$ cat src/rtl/uart_pkg.sv
// Shared constants for the MMIO UART transmitter: register offsets, STATUS bit
// positions and the serializer state encoding.
package uart_pkg;

  localparam logic [3:0] REG_TXDATA  = 4'h4;
  localparam logic [3:0] REG_STATUS  = 4'h8;
  localparam logic [3:0] REG_BAUDDIV = 4'hC;

  localparam int STAT_FULL      = 0;
  localparam int STAT_EMPTY     = 1;
  localparam int STAT_ACTIVE    = 2;
  localparam int STAT_COUNT_LSB = 8;

`ifdef UART_TX_PARITY_EN
  localparam int BAUD_PAR_EN_BIT  = 16;
  localparam int BAUD_PAR_ODD_BIT = 17;
`endif

  typedef enum logic [2:0] {
    IDLE   = 3'd0,
    START  = 3'd1,
    DATA   = 3'd2,
    PARITY = 3'd3,
    STOP   = 3'd4
  } tx_state_e;

endpackage

$ cat src/rtl/uart_tx_fifo_sync.sv
// Single-clock FIFO with show-ahead read data; full/empty derive from the
// registered occupancy count, so a push while full is refused even with a pop.
module uart_tx_fifo_sync #(
  parameter int DEPTH = 16,
  parameter int WIDTH = 8,
  localparam int AW = $clog2(DEPTH),
  localparam int CW = AW + 1
) (
  input  logic             clk,
  input  logic             rst_n,
  input  logic             push_i,
  input  logic [WIDTH-1:0] wdata_i,
  input  logic             pop_i,
  output logic [WIDTH-1:0] rdata_o,
  output logic             full_o,
  output logic             empty_o,
  output logic [CW-1:0]    count_o
);

  logic [WIDTH-1:0] mem_q [DEPTH];
  logic [AW-1:0]    wr_ptr_q, wr_ptr_d;
  logic [AW-1:0]    rd_ptr_q, rd_ptr_d;
  logic [CW-1:0]    count_q, count_d;
  logic             push_ok, pop_ok;

  assign full_o  = (count_q == CW'(DEPTH));
  assign empty_o = (count_q == '0);
  assign count_o = count_q;
  assign rdata_o = mem_q[rd_ptr_q];

  assign push_ok = push_i & ~full_o;
  assign pop_ok  = pop_i & ~empty_o;

  always_comb begin
    wr_ptr_d = wr_ptr_q;
    rd_ptr_d = rd_ptr_q;
    count_d  = count_q;
    if (push_ok) wr_ptr_d = wr_ptr_q + AW'(1);
    if (pop_ok)  rd_ptr_d = rd_ptr_q + AW'(1);
    case ({push_ok, pop_ok})
      2'b10:   count_d = count_q + CW'(1);
      2'b01:   count_d = count_q - CW'(1);
      default: count_d = count_q;
    endcase
  end

  always_ff @(posedge clk) begin
    if (!rst_n) begin
      wr_ptr_q <= '0;
      rd_ptr_q <= '0;
      count_q  <= '0;
    end else begin
      wr_ptr_q <= wr_ptr_d;
      rd_ptr_q <= rd_ptr_d;
      count_q  <= count_d;
    end
  end

  // Storage needs no reset: entries are only visible through the count.
  always_ff @(posedge clk) begin
    if (push_ok) mem_q[wr_ptr_q] <= wdata_i;
  end

endmodule

$ cat src/rtl/uart_tx_fifo_mmio.sv
// MMIO UART transmitter: TXDATA/STATUS/BAUDDIV decode, TX FIFO and frame
// serializer. Define UART_TX_PARITY_EN to add the optional parity bit.
module uart_tx_fifo_mmio
  import uart_pkg::*;
#(
  parameter int FIFO_DEPTH = 16,
  parameter int DATA_BITS  = 8,
  parameter int STOP_BITS  = 1,
  parameter int DIV_W      = 16,
  parameter int DIV_RESET  = 868
) (
  input  logic        clk,
  input  logic        rst_n,
  input  logic        mmio_req,
  input  logic        mmio_we,
  input  logic [3:0]  mmio_addr,
  input  logic [31:0] mmio_wdata,
  output logic [31:0] mmio_rdata,
  output logic        mmio_ready,
  output logic        uart_tx,
  output logic        tx_irq
);

  localparam int CW = $clog2(FIFO_DEPTH) + 1;

  logic                 fifo_push, fifo_pop, fifo_full, fifo_empty;
  logic [DATA_BITS-1:0] fifo_rdata;
  logic [CW-1:0]        fifo_count;

  logic sel_tx, sel_baud;
  assign sel_tx   = mmio_req & (mmio_addr == REG_TXDATA);
  assign sel_baud = mmio_req & (mmio_addr == REG_BAUDDIV);

  // Only a TXDATA write into a full FIFO stalls the bus.
  assign mmio_ready = ~(sel_tx & mmio_we & fifo_full);
  assign fifo_push  = sel_tx & mmio_we & ~fifo_full;

  logic unused_wdata;
  assign unused_wdata = ^mmio_wdata;

  uart_tx_fifo_sync #(
    .DEPTH (FIFO_DEPTH),
    .WIDTH (DATA_BITS)
  ) u_fifo (
    .clk     (clk),
    .rst_n   (rst_n),
    .push_i  (fifo_push),
    .wdata_i (mmio_wdata[DATA_BITS-1:0]),
    .pop_i   (fifo_pop),
    .rdata_o (fifo_rdata),
    .full_o  (fifo_full),
    .empty_o (fifo_empty),
    .count_o (fifo_count)
  );

  logic [DIV_W-1:0] baud_div_q, baud_div_d;
`ifdef UART_TX_PARITY_EN
  logic par_en_q, par_en_d, par_odd_q, par_odd_d;
`endif

  always_comb begin
    baud_div_d = baud_div_q;
`ifdef UART_TX_PARITY_EN
    par_en_d  = par_en_q;
    par_odd_d = par_odd_q;
`endif
    if (sel_baud && mmio_we) begin
      baud_div_d = (mmio_wdata[DIV_W-1:0] == '0) ? DIV_W'(1) : mmio_wdata[DIV_W-1:0];
`ifdef UART_TX_PARITY_EN
      par_en_d  = mmio_wdata[BAUD_PAR_EN_BIT];
      par_odd_d = mmio_wdata[BAUD_PAR_ODD_BIT];
`endif
    end
  end

  tx_state_e            state_q, state_d;
  logic [DIV_W-1:0]     cnt_q, cnt_d;
  logic [DIV_W-1:0]     div_cur_q, div_cur_d;
  logic [2:0]           idx_q, idx_d;
  logic [DATA_BITS-1:0] shift_q, shift_d;
  logic                 tx_q, tx_d;
  logic                 start_frame;
`ifdef UART_TX_PARITY_EN
  logic par_en_cur_q, par_en_cur_d, par_bit_q, par_bit_d;
`endif

  always_comb begin
    state_d     = state_q;
    cnt_d       = cnt_q;
    div_cur_d   = div_cur_q;
    idx_d       = idx_q;
    shift_d     = shift_q;
    start_frame = 1'b0;
    fifo_pop    = 1'b0;
`ifdef UART_TX_PARITY_EN
    par_en_cur_d = par_en_cur_q;
    par_bit_d    = par_bit_q;
`endif
    case (state_q)
      IDLE: begin
        if (!fifo_empty) start_frame = 1'b1;
      end
      START: begin
        if (cnt_q == '0) begin
          state_d = DATA;
          cnt_d   = div_cur_q - DIV_W'(1);
          idx_d   = '0;
        end else begin
          cnt_d = cnt_q - DIV_W'(1);
        end
      end
      DATA: begin
        if (cnt_q == '0) begin
          cnt_d = div_cur_q - DIV_W'(1);
          if (idx_q == 3'(DATA_BITS - 1)) begin
            idx_d   = '0;
            state_d = STOP;
`ifdef UART_TX_PARITY_EN
            if (par_en_cur_q) state_d = PARITY;
`endif
          end else begin
            idx_d   = idx_q + 3'd1;
            shift_d = shift_q >> 1;
          end
        end else begin
          cnt_d = cnt_q - DIV_W'(1);
        end
      end
`ifdef UART_TX_PARITY_EN
      PARITY: begin
        if (cnt_q == '0) begin
          state_d = STOP;
          cnt_d   = div_cur_q - DIV_W'(1);
          idx_d   = '0;
        end else begin
          cnt_d = cnt_q - DIV_W'(1);
        end
      end
`endif
      STOP: begin
        if (cnt_q == '0) begin
          if (idx_q == 3'(STOP_BITS - 1)) begin
            if (!fifo_empty) start_frame = 1'b1;
            else             state_d = IDLE;
          end else begin
            idx_d = idx_q + 3'd1;
            cnt_d = div_cur_q - DIV_W'(1);
          end
        end else begin
          cnt_d = cnt_q - DIV_W'(1);
        end
      end
      default: state_d = IDLE;
    endcase

    // Pop, shift load and divisor latch share the edge into START.
    if (start_frame) begin
      state_d   = START;
      fifo_pop  = 1'b1;
      div_cur_d = baud_div_q;
      cnt_d     = baud_div_q - DIV_W'(1);
      shift_d   = fifo_rdata;
      idx_d     = '0;
`ifdef UART_TX_PARITY_EN
      par_en_cur_d = par_en_q;
      par_bit_d    = (^fifo_rdata) ^ par_odd_q;
`endif
    end

    case (state_d)
      START:   tx_d = 1'b0;
      DATA:    tx_d = shift_d[0];
`ifdef UART_TX_PARITY_EN
      PARITY:  tx_d = par_bit_d;
`endif
      default: tx_d = 1'b1;
    endcase
  end

  always_ff @(posedge clk) begin
    if (!rst_n) begin
      baud_div_q <= DIV_W'(DIV_RESET);
      state_q    <= IDLE;
      cnt_q      <= '0;
      div_cur_q  <= DIV_W'(DIV_RESET);
      idx_q      <= '0;
      shift_q    <= '0;
      tx_q       <= 1'b1;
`ifdef UART_TX_PARITY_EN
      par_en_q     <= 1'b0;
      par_odd_q    <= 1'b0;
      par_en_cur_q <= 1'b0;
      par_bit_q    <= 1'b0;
`endif
    end else begin
      baud_div_q <= baud_div_d;
      state_q    <= state_d;
      cnt_q      <= cnt_d;
      div_cur_q  <= div_cur_d;
      idx_q      <= idx_d;
      shift_q    <= shift_d;
      tx_q       <= tx_d;
`ifdef UART_TX_PARITY_EN
      par_en_q     <= par_en_d;
      par_odd_q    <= par_odd_d;
      par_en_cur_q <= par_en_cur_d;
      par_bit_q    <= par_bit_d;
`endif
    end
  end

  assign uart_tx = tx_q;
  assign tx_irq  = fifo_empty & (state_q == IDLE);

  always_comb begin
    mmio_rdata = '0;
    if (mmio_req && !mmio_we) begin
      case (mmio_addr)
        REG_STATUS: begin
          mmio_rdata[STAT_FULL]             = fifo_full;
          mmio_rdata[STAT_EMPTY]            = fifo_empty;
          mmio_rdata[STAT_ACTIVE]           = (state_q != IDLE);
          mmio_rdata[STAT_COUNT_LSB +: 8]   = 8'(fifo_count);
        end
        REG_BAUDDIV: begin
          mmio_rdata[DIV_W-1:0] = baud_div_q;
`ifdef UART_TX_PARITY_EN
          mmio_rdata[BAUD_PAR_EN_BIT]  = par_en_q;
          mmio_rdata[BAUD_PAR_ODD_BIT] = par_odd_q;
`endif
        end
        default: mmio_rdata = '0;
      endcase
    end
  end

endmodule
$ cat config.mk
export PLATFORM = sky130hd
export DESIGN_NAME = uart_tx_fifo_mmio
export DESIGN_NICKNAME = d
export VERILOG_FILES = /design/src/rtl/uart_pkg.sv /design/src/rtl/uart_tx_fifo_sync.sv /design/src/rtl/uart_tx_fifo_mmio.sv
export SDC_FILE = /design/constraint.sdc
export NUM_CORES = 1
export LEC_CHECK = 0
export CORE_ASPECT_RATIO = 0.8
export CORE_MARGIN = 5
export CORE_UTILIZATION = 40
export CTS_BUF_LIST = sky130_fd_sc_hd__clkbuf_16
export DETAILED_ROUTE_END_ITERATION = 8
export HOLD_SLACK_MARGIN = 0.06
export PLACE_DENSITY = 0.66
export SETUP_SLACK_MARGIN = 0.15
export SLEW_MARGIN = 20
export SYNTH_ARGS = -nofsm -noshare
export SYNTH_HDL_FRONTEND = slang
export SYNTH_SLANG_ARGS = --single-unit
$ cat constraint.sdc
create_clock -name clk -period 5.41 [get_ports clk]
set_clock_uncertainty 0.2 [all_clocks]
set_input_delay 1.082 -clock clk [delete_from_list [all_inputs] [get_ports clk]]
set_output_delay 1.082 -clock clk [all_outputs]
set_load 0.02 [all_outputs]
==> results of run 1 <==
[how the worst max path moves through the flow]
stage | slack, ns | cells past startpoint | endpoint | from
after detailed placement | 1.00 | 6 | mmio_rdata[7] | mmio_addr[1]
after global placement | 1.03 | 6 | mmio_rdata[7] | mmio_addr[1]
after global routing | 0.85 | 6 | mmio_rdata[7] | mmio_addr[1]
after CTS | 1.0 | 6 | mmio_rdata[7] | mmio_addr[1]
final | 1.01 | 6 | mmio_rdata[7] | mmio_addr[1]
after floorplan | 1.53 | 15 | cnt_q[8] | cnt_q[15]
[layout make-up]
type,instances,area (um2),share of cell area (%)
clock buffer,23,575.6,5.315
tap,312,390.4,3.605
sequential,208,5446,50.30
multi-input combinational,481,3556,32.84
timing repair buffer,57,533.0,4.923
inverter,19,73.82,0.6818
clock inverter,19,252.7,2.334
[power by group through the flow]
stage	logic, uW	clock network (uW)	registers, uW
after floorplan	1300	0	1890
after global placement	1600	0	1930
after detailed placement	1620	0	1930
after CTS	1630	1710	1900
after global routing	1790	1780	1920
final	1630	1690	1900
[metal layers]
| layer | vias up | routed length (um) |
|---|---|---|
| li1 | 2847 | - |
| met1 | 2926 | 10070 |
| met2 | 194 | 9167 |
| met3 | 31 | 1428 |
| met4 | 0 | 388 |
| met5 | - | 0 |
[per-stage QoR]
| step | std cells | cell area (um2) | util, % | setup WS [ns] |
|---|---|---|---|---|
| 3_5_place_dp | 1077 | 10000 | 43.20 | 1.001 |
| 6_report | 1119 | 10830 | 46.78 | 1.015 |
| 5_1_grt | 1119 | 10830 | 46.78 | 0.8533 |
| 2_1_floorplan | 766 | 9370 | - | 1.531 |
| 4_1_cts | 1119 | 10830 | 46.78 | 0.9956 |
| 3_3_place_gp | 1077 | 10000 | 43.20 | 1.031 |
[sequential cells by signal, summed over array words and instances, names as in the netlist, named ones only]
register and flops:
idx_q 3, div_cur_q 16, u_fifo.mem_q 128, u_fifo.wr_ptr_q 4
u_fifo.rd_ptr_q 4, baud_div_q 16, uart_tx 1, cnt_q 16
state_q 3, shift_q 8, u_fifo.count_o 5
[cell usage in the layout (no fill, tap or decap), types with 11 or more instances in the layout]
cell               n
clkbuf_16         23
mux2i_1           25
dfxtp_1           79
nand2_1           77
ha_1              13
clkdlybuf4s50_1   42
buf_4             15
inv_1             18
nand3_1           13
o21ai_0           23
a211oi_1          11
mux4_2            40
a21oi_1           44
conb_1            16
nor2_1            77
edfxtp_1         128
nor3_1            14
[logic make-up (layout without fill, tap and decap cells)]
kind of cell    Yosys count  in the layout  share of synthesized area, %
simple gates            245            245                         12.76
flops                   208            208                         58.46
compound gates          125            125                         8.557
buf+inv                  77            118                         3.976
mux                      69             69                         13.11
fa+ha+maj                14             14                         1.961
xor+xnor                 12             12                         1.128
other cells               1             16                       0.04026
[critical path: cells and delay by family]
kind / cells / cell delay (ns)
AND/OR/NAND/NOR: 4 / 1.00
buffers and inverters: 2 / 1.03
==> impl_metrics.py, run 1 <==
metrics = {
    "sta": {
        "fmax_mhz": 227.5,
        "slew_headroom_pct": 34.80,
        "tightest_slew_ns": 0.9677,
        "setup_viol": 0,
        "min_period_ns": 4.395,
        "holdWs_ns": 0.2550,
        "final_max_slew_viol_count": 0,
        "final.period_utilization_pct": 81.24,
        "setup_tns_ns": 0,
        "hold_viol_final": 0,
        "rsz0062_at_grt": "false",
    },
    "global_routing": {
        "met3_usage_pct": 2.839,
        "grt_first_pass_wirelength_um": 32530,
        "grt-busiest-layer": "met1",
        "gr-total-overflow": 0,
        "grt_pass1_vias": 5621,
        "antenna_found_initial": 0,
        "use_met1_pct": 23.73,
        "grt_max_degree": 51,
        "grt_usage_pct": 15.38,
        "met2_usage_pct": 22.26,
    },
    "cells_and_area": {
        "nFillCells": 2067,
        "antenna_cells": 0,
        "syn_to_final_growth_pct": 16.25,
        "final_layout_size_suffix_gt1_share_pct": 15.49,
        "nets": 844,
    },
    "hold_path": {
        "hp-start": "div_cur_q[13]",
        "hold_depth": 2,
        "hold_end": "div_cur_q[13]",
        "hold_class": "flip-flop to flip-flop",
    },
    "logic_synthesis": {
        "synthTopCellsByArea": "edfxtp_1 41%, dfxtp_1 17%, mux4_2 9.7%",
        "seq_area_frac_synth_pct": 58.46,
        "synth_cell_type_count": 65,
        "synth_seq_cells": 208,
        "syn_inst": 751,
        "avgSynthCellArea_um2": 12.40,
        "synthArstFlopShare_pct": 0,
        "yosysTopAreaCellShare_pct": 41.27,
        "syn_area_um2": 9314,
        "yosysMostFrequentCell": "edfxtp_1",
        "yosys-top-cells-count": "128 x edfxtp_1, 80 x dfxtp_1, 77 x nand2_1, 77 x nor2_1, 44 x a21oi_1",
        "synth_area_leader_cell": "edfxtp_1",
        "ys.flop_type": "edfxtp_1",
        "synth_edf_count": 128,
        "ys_warn_count": 0,
    },
    "die": {
        "die_h_um": 146.5,
        "die_w_um": 180.6,
        "die-area_um2": 26460,
        "io_pins": 75,
        "initial_core_util_pct": 40.24,
        "core_area_um2": 23150,
        "fp-row-count": 50,
    },
    "pwr": {
        "pwr-share-seq_pct": 36.4,
        "p_leak_uw": 0.003731,
        "swShare_pct": 33.26,
        "ir_drop_uv": 279.1,
        "fin_total_pwr_uw": 5221,
        "p_int_uw": 3485,
        "clkPwrFrac_pct": 32.3,
        "powerDensity_nw_per_um2": 482.2,
        "p_switching_uw": 1736,
        "comb_power_share_pct": 31.3,
    },
    "place": {
        "gp_congestion": 0.8252,
        "port_buffers": 42,
        "place_hpwl_um": 13950,
    },
    "clock_tree": {
        "cts_setup_buffers": 0,
        "cts.path.max_buffers": 3,
        "cts_inserted_buffers": 23,
        "cts_tree": "built",
        "ctsRootBufferMaster": "clkbuf_16",
        "clk_latency_ns": 0.53,
        "cts.repair.resized": 0,
        "clk_pin_slew_ns": 0.06,
        "cts_hold_buf": 0,
        "htreeDepth": 1,
        "clock-sinks": 208,
    },
    "worst_setup_path": {
        "r2r_cells": 12,
        "critPathRequiredTime_ns": 4.13,
        "critPathArrivalTime_ns": 3.11,
        "cpPeakStageDelay_ns": 0.63,
        "path_cells": "clkdlybuf4s50_1 > nor2_1 > nand3_1 > nor2_1 > and3_1 > clkdlybuf4s50_1",
        "rr_endpoint": "cnt_q[8]",
        "rr_startpoint": "cnt_q[15]",
        "r2r_setup_slack_ns": 1.32,
        "path_class": "input port to output port",
        "crit_path_top_delay_cell": "clkdlybuf4s50_1",
        "cp-start-kind": "input port",
        "path_max_fanout": 8,
        "setup.worst_path.end_class": "output port",
    },
    "route": {
        "dr.pass1.iters": 5,
        "postRouteAntennaNets": 0,
        "routedWlPerCell_um": 18.82,
        "drcViolationCount": 0,
        "drtIter0Drc": 527,
        "wl_um": 21060,
        "viasPerCell": 5.360,
        "vias": 5998,
    },
    "job": {
        "cap_violations": 0,
    },
    "outcome": {
        "status": "complete, no violations",
    },
}
Power figures use the tool's default switching activity.
==> run 2: changes to the inputs <==
clock period = 4.3 ns   (was 5.41 ns; I/O delays follow)
==> impl_metrics.py, run 2 (synthesized netlist as in run 1, its figures left out) <==
metrics = {
    "cells_and_area": {
        "largest_register_ffs": 128,
        "final_common_cell": "edfxtp_1",
        "syn_to_final_growth_pct": 16.59,
        "max_flop_register": "u_fifo.mem_q",
        "final_cell_mix": "128 x edfxtp_1, 79 x dfxtp_1, 77 x nor2_1, 77 x nand2_1, 44 x a21oi_1",
        "nets": 857,
        "final_layout_size_suffix_gt1_share_pct": 16.34,
        "antenna_cells": 0,
    },
    "pwr": {
        "ir_drop_uv": 332.3,
        "p_leak_uw": 0.003762,
        "powerDensity_nw_per_um2": 589.5,
    },
    "die": {
        "die-area_um2": 26460,
        "io_pins": 75,
        "die_h_um": 146.5,
        "fp-row-count": 50,
        "core_area_um2": 23150,
        "die_w_um": 180.6,
        "initial_core_util_pct": 40.24,
    },
    "clock_tree": {
        "clk_latency_ns": 0.52,
        "cts_setup_buffers": 0,
        "clk_pin_slew_ns": 0.06,
        "cts.repair.resized": 0,
        "clock-sinks": 208,
        "cts_inserted_buffers": 23,
        "cts_tree": "built",
        "cts_hold_buf": 0,
        "cts.path.max_buffers": 3,
        "htreeDepth": 1,
        "ctsRootBufferMaster": "clkbuf_16",
    },
    "sta": {
        "setup_viol": 0,
        "final_max_slew_viol_count": 0,
        "rsz0062_at_grt": "false",
        "fmax_mhz": 264.2,
        "tightest_slew_ns": 0.9161,
        "slew_headroom_pct": 38.70,
        "hold_viol_final": 0,
        "final.period_utilization_pct": 88.04,
        "layout_setup_ws_ns": 0.5145,
        "setup_tns_ns": 0,
        "min_period_ns": 3.786,
    },
    "worst_setup_path": {
        "setup.worst_path.end_class": "flip-flop",
        "cp-start-kind": "flip-flop",
        "path_class": "flip-flop to flip-flop",
        "critPathRequiredTime_ns": 4.53,
        "path_max_fanout": 11,
        "critPathArrivalTime_ns": 4.01,
    },
    "place": {
        "gp_congestion": 0.8363,
        "port_buffers": 42,
        "place_hpwl_um": 14200,
        "pre_cts_ws_ns": 0.5449,
    },
    "route": {
        "wl_um": 21260,
        "dr.pass1.iters": 5,
        "routedWlPerCell_um": 18.78,
        "drcViolationCount": 0,
        "viasPerCell": 5.359,
        "postRouteAntennaNets": 0,
        "vias": 6066,
        "drtIter0Drc": 557,
    },
    "global_routing": {
        "grt_usage_pct": 15.67,
        "grt_max_degree": 51,
        "grt_pass1_vias": 5709,
        "antenna_found_initial": 0,
        "grt_first_pass_wirelength_um": 33130,
        "gr-total-overflow": 0,
    },
    "outcome": {
        "status": "complete, no violations",
    },
    "job": {
        "cap_violations": 0,
    },
    "hold_path": {
        "hold_class": "flip-flop to flip-flop",
    },
}
-- run 2: cell count changes in the layout (fill, tap and decap cells not counted), sizes merged --
| cell | delta |
|---|---|
| inv | +1 |
| clkbuf | +1 |
| bufinv | -3 |
| clkinvlp | +1 |
| buf | +13 |
-- run 2: worst max-delay path, stage by stage, from the launching register on --
cell      delay (ns)
dfxtp_1         0.34
nor4_2          0.50
nand4_4         0.25
o31a_2          0.43
inv_4           0.14
o21ai_0         0.14
inv_1           0.08
ha_1            0.18
o311ai_0        0.17
o22ai_2         0.29
nand4_2         0.29
or3_1           0.43
a311oi_1        0.24
-- run 2: path summary, 6_finish.rpt --
kind / from / to / slack (ns) / cells after the start
max: cnt_q[13] / cnt_q[8] / 0.51 / 12
min: div_cur_q[14] / div_cur_q[14] / 0.25 / 2
max reg2reg: cnt_q[13] / cnt_q[8] / 0.51 / 12
min reg2reg: div_cur_q[14] / div_cur_q[14] / 0.25 / 2
-- run 2: layer usage --
| metal | GRT usage [%] | up-vias | routed length (um) | share of wire [%] |
|---|---|---|---|---|
| li1 | - | 2867 | - | - |
| met2 | 22.78 | 199 | 9164 | 43 |
| met5 | 0 | - | 0 | 0 |
| met3 | 2.491 | 34 | 1355 | 6.4 |
| met4 | 3.628 | 0 | 391 | 1.8 |
| met1 | 24.64 | 2966 | 10350 | 49 |
-- run 2: area by class of cell --
type                       count  area [um2]
tap                          312       390.4
multi-input combinational    481        3556
timing repair buffer          70       643.1
inverter                      19       73.82
clock buffer                  24       600.6
sequential                   208        5446
clock inverter                18       148.9
fill                        2104       12290
-- run 2: through the flow --
stage	cell area [um2]	std cells	total power, uW	hold slack [ns]	util (%)
2_1_floorplan	9370	766	4003	0.2323	-
3_3_place_gp	10110	1090	4471	0.2411	43.68
3_5_place_dp	10110	1090	4495	0.2506	43.68
4_1_cts	10860	1132	6429	0.2573	46.91
5_1_grt	10860	1132	6746	0.2877	46.91
6_report	10860	1132	6401	0.2547	46.91
-- run 2: report_power, final --
group          internal (uW)  switching [uW]
registers               2240             168
clock network           1140             798
logic                    871            1180
total                   4250            2150
==> run 3: changes to the inputs <==
ABC_AREA = 1   (was not set)
CORE_UTILIZATION = 55   (was 40)
PLACE_DENSITY = 0.84   (was 0.66)
==> impl_metrics.py, run 3 <==
metrics = {
    "outcome": {
        "status": "complete, no violations",
    },
    "logic_synthesis": {
        "syn_inst": 1047,
        "seq_area_frac_synth_pct": 57.35,
        "yosysMostFrequentCell": "nand2_1",
        "syn_area_um2": 9495,
        "synth_edf_count": 128,
        "synthTopCellsByArea": "edfxtp_1 40%, dfxtp_1 17%, nand2_1 6.9%",
        "synth_seq_cells": 208,
        "yosysTopAreaCellShare_pct": 40.48,
        "avgSynthCellArea_um2": 9.069,
        "synth_cell_type_count": 44,
        "ys_warn_count": 0,
        "synthArstFlopShare_pct": 0,
        "ys.flop_type": "edfxtp_1",
        "yosys-top-cells-count": "174 x nand2_1, 171 x nor2_1, 128 x edfxtp_1",
        "synth_area_leader_cell": "edfxtp_1",
    },
    "sta": {
        "setup_tns_ns": 0,
        "rsz0062_at_grt": "false",
        "tightest_slew_ns": 0.9326,
        "holdWs_ns": 0.2604,
        "slew_headroom_pct": 37.68,
        "hold_viol_final": 0,
        "fmax_mhz": 257.0,
        "final_max_slew_viol_count": 0,
        "final.period_utilization_pct": 90.49,
        "min_period_ns": 3.891,
        "setup_viol": 0,
    },
    "global_routing": {
        "gr-total-overflow": 0,
        "grt_pass1_vias": 7038,
        "grt_first_pass_wirelength_um": 35910,
        "antenna_found_initial": 0,
        "grt_max_degree": 64,
        "grt_usage_pct": 22.41,
    },
    "worst_setup_path": {
        "r2r_cells": 17,
        "rr_startpoint": "cnt_q[9]",
        "setup.worst_path.end_class": "output port",
        "crit_path_top_delay_cell": "clkdlybuf4s50_1",
        "critPathArrivalTime_ns": 2.83,
        "cp.depth": 8,
        "critPathRequiredTime_ns": 3.24,
        "setup.worst_path.end": "mmio_rdata[8]",
        "path_cells": "clkdlybuf4s50_1 > nor2_1 > nand2_1 > nor2_1 > buf_4 > nand2_1 > a21oi_1 > clkdlybuf4s50_1",
        "cpPeakStageDelay_ns": 0.66,
        "path_delay_family": "buffers and inverters",
        "crit_start": "mmio_addr[1]",
        "crit_buf_inv": 3,
        "rr_endpoint": "u_fifo.count_o[4]",
        "path_class": "input port to output port",
        "r2r_setup_slack_ns": 0.84,
        "path_max_fanout": 13,
        "cp-start-kind": "input port",
    },
    "cells_and_area": {
        "final_common_cell": "nand2_1",
        "nFillCells": 1325,
        "max_flop_register": "u_fifo.mem_q",
        "nets": 1148,
        "antenna_cells": 0,
        "final_cell_mix": "174 x nand2_1, 171 x nor2_1, 128 x edfxtp_1",
        "final_layout_size_suffix_gt1_share_pct": 8.574,
        "largest_register_ffs": 128,
        "syn_to_final_growth_pct": 13.52,
    },
    "clock_tree": {
        "clk_pin_slew_ns": 0.07,
        "htreeDepth": 1,
        "cts_tree": "built",
        "cts_hold_buf": 0,
        "cts.path.max_buffers": 3,
        "cts.repair.resized": 0,
        "cts_inserted_buffers": 21,
        "clk_latency_ns": 0.49,
        "cts_setup_buffers": 0,
        "ctsRootBufferMaster": "clkbuf_16",
        "clock-sinks": 208,
    },
    "route": {
        "dr.pass1.iters": 6,
        "vias": 7651,
        "drcViolationCount": 0,
        "wl_um": 22720,
        "viasPerCell": 5.740,
        "routedWlPerCell_um": 17.04,
        "drtIter0Drc": 924,
        "postRouteAntennaNets": 0,
    },
    "hold_path": {
        "hold_class": "flip-flop to flip-flop",
        "hp-start": "div_cur_q[8]",
    },
    "place": {
        "port_buffers": 42,
        "place_hpwl_um": 14680,
        "gp_congestion": 0.9332,
    },
    "job": {
        "cap_violations": 0,
    },
    "pwr": {
        "powerDensity_nw_per_um2": 605.0,
        "p_leak_uw": 0.004112,
        "ir_drop_uv": 348.9,
        "fin_total_pwr_uw": 6522,
    },
    "die": {
        "io_pins": 75,
        "core_area_um2": 17160,
        "die_h_um": 127.5,
        "die-area_um2": 20010,
        "die_w_um": 156.9,
        "initial_core_util_pct": 55.33,
        "fp-row-count": 43,
    },
}
## run 3: cell families (layout without fill, tap and decap cells)
logic type                 count (synthesis)  after routing  synth area share (%)
other                                      1             16               0.03949
AOI/OAI and AO/OA                        214            214                 12.81
buffers and inverters                    152            198                 6.839
DFF                                      208            208                 57.35
xor gates and xnor gates                   4              4                0.3690
adders and majority gates                 14             14                 1.924
and+or+nand+nor                          454            454                 20.67
## run 3: area by class of cell
type / count / area (um2) / share of cell area (%)
flip-flops and latches: 208 / 5446 / 50.53
well taps: 225 / 281.5 / 2.612
multi-input cells: 702 / 3457 / 32.07
repair buffers: 69 / 623.1 / 5.781
clock buffers: 21 / 525.5 / 4.875
clock inverters: 16 / 100.1 / 0.9286
inverters: 92 / 345.3 / 3.204
## run 3: how the worst min path moves through the flow
stage / cells past startpoint / to
floorplan: 2 / div_cur_q[14]
global placement: 2 / div_cur_q[14]
detailed placement: 2 / div_cur_q[8]
CTS: 2 / div_cur_q[14]
global route: 2 / div_cur_q[14]
finish: 2 / div_cur_q[8]
## run 3: metal layers
metal / global-route usage (%) / part of all wire (%) / up-vias / routed length (um)
met2: 35.47 / 45 / 454 / 10200
met4: 5.255 / 2.1 / 0 / 467
li1: - / - / 3626 / -
met1: 31.97 / 42 / 3536 / 9551
met5: 0 / 0 / - / 0
met3: 4.775 / 11 / 35 / 2495
## run 3: per-stage QoR
| stage | setup slack, ns | cell area, um2 | cells | util, % |
|---|---|---|---|---|
| after floorplan | 1.323 | 9552 | 1062 | - |
| after global placement | 0.5222 | 10150 | 1296 | 59.16 |
| after detailed placement | 0.4931 | 10150 | 1296 | 59.16 |
| after CTS | 0.4376 | 10780 | 1333 | 62.81 |
| after global routing | 0.3328 | 10780 | 1333 | 62.81 |
| final | 0.4089 | 10780 | 1333 | 62.81 |
## run 3: worst register-to-register path, stage by stage (launching register included)
cell     delay, ns
dfxtp_1       0.33
nor2_1        0.10
nand2_1       0.08
nor2_1        0.28
nand3_2       0.16
nand2_4       0.21
nand2_4       0.07
inv_1         0.39
ha_1          0.36
inv_1         0.08
fa_1          0.40
inv_1         0.07
a31oi_1       0.08
inv_1         0.09
o21ai_0       0.08
a21oi_1       0.17
o21ai_0       0.09
a21oi_1       0.13
## run 3: power by group
part / total (uW) / switching [uW] / leakage (uW) / internal [uW]
sequential: 2440 / 145 / 0.00181 / 2290
combinational: 2410 / 1650 / 0.00197 / 759
clock: 1680 / 728 / 0.000336 / 947
total: 6520 / 2520 / 0.00411 / 4000
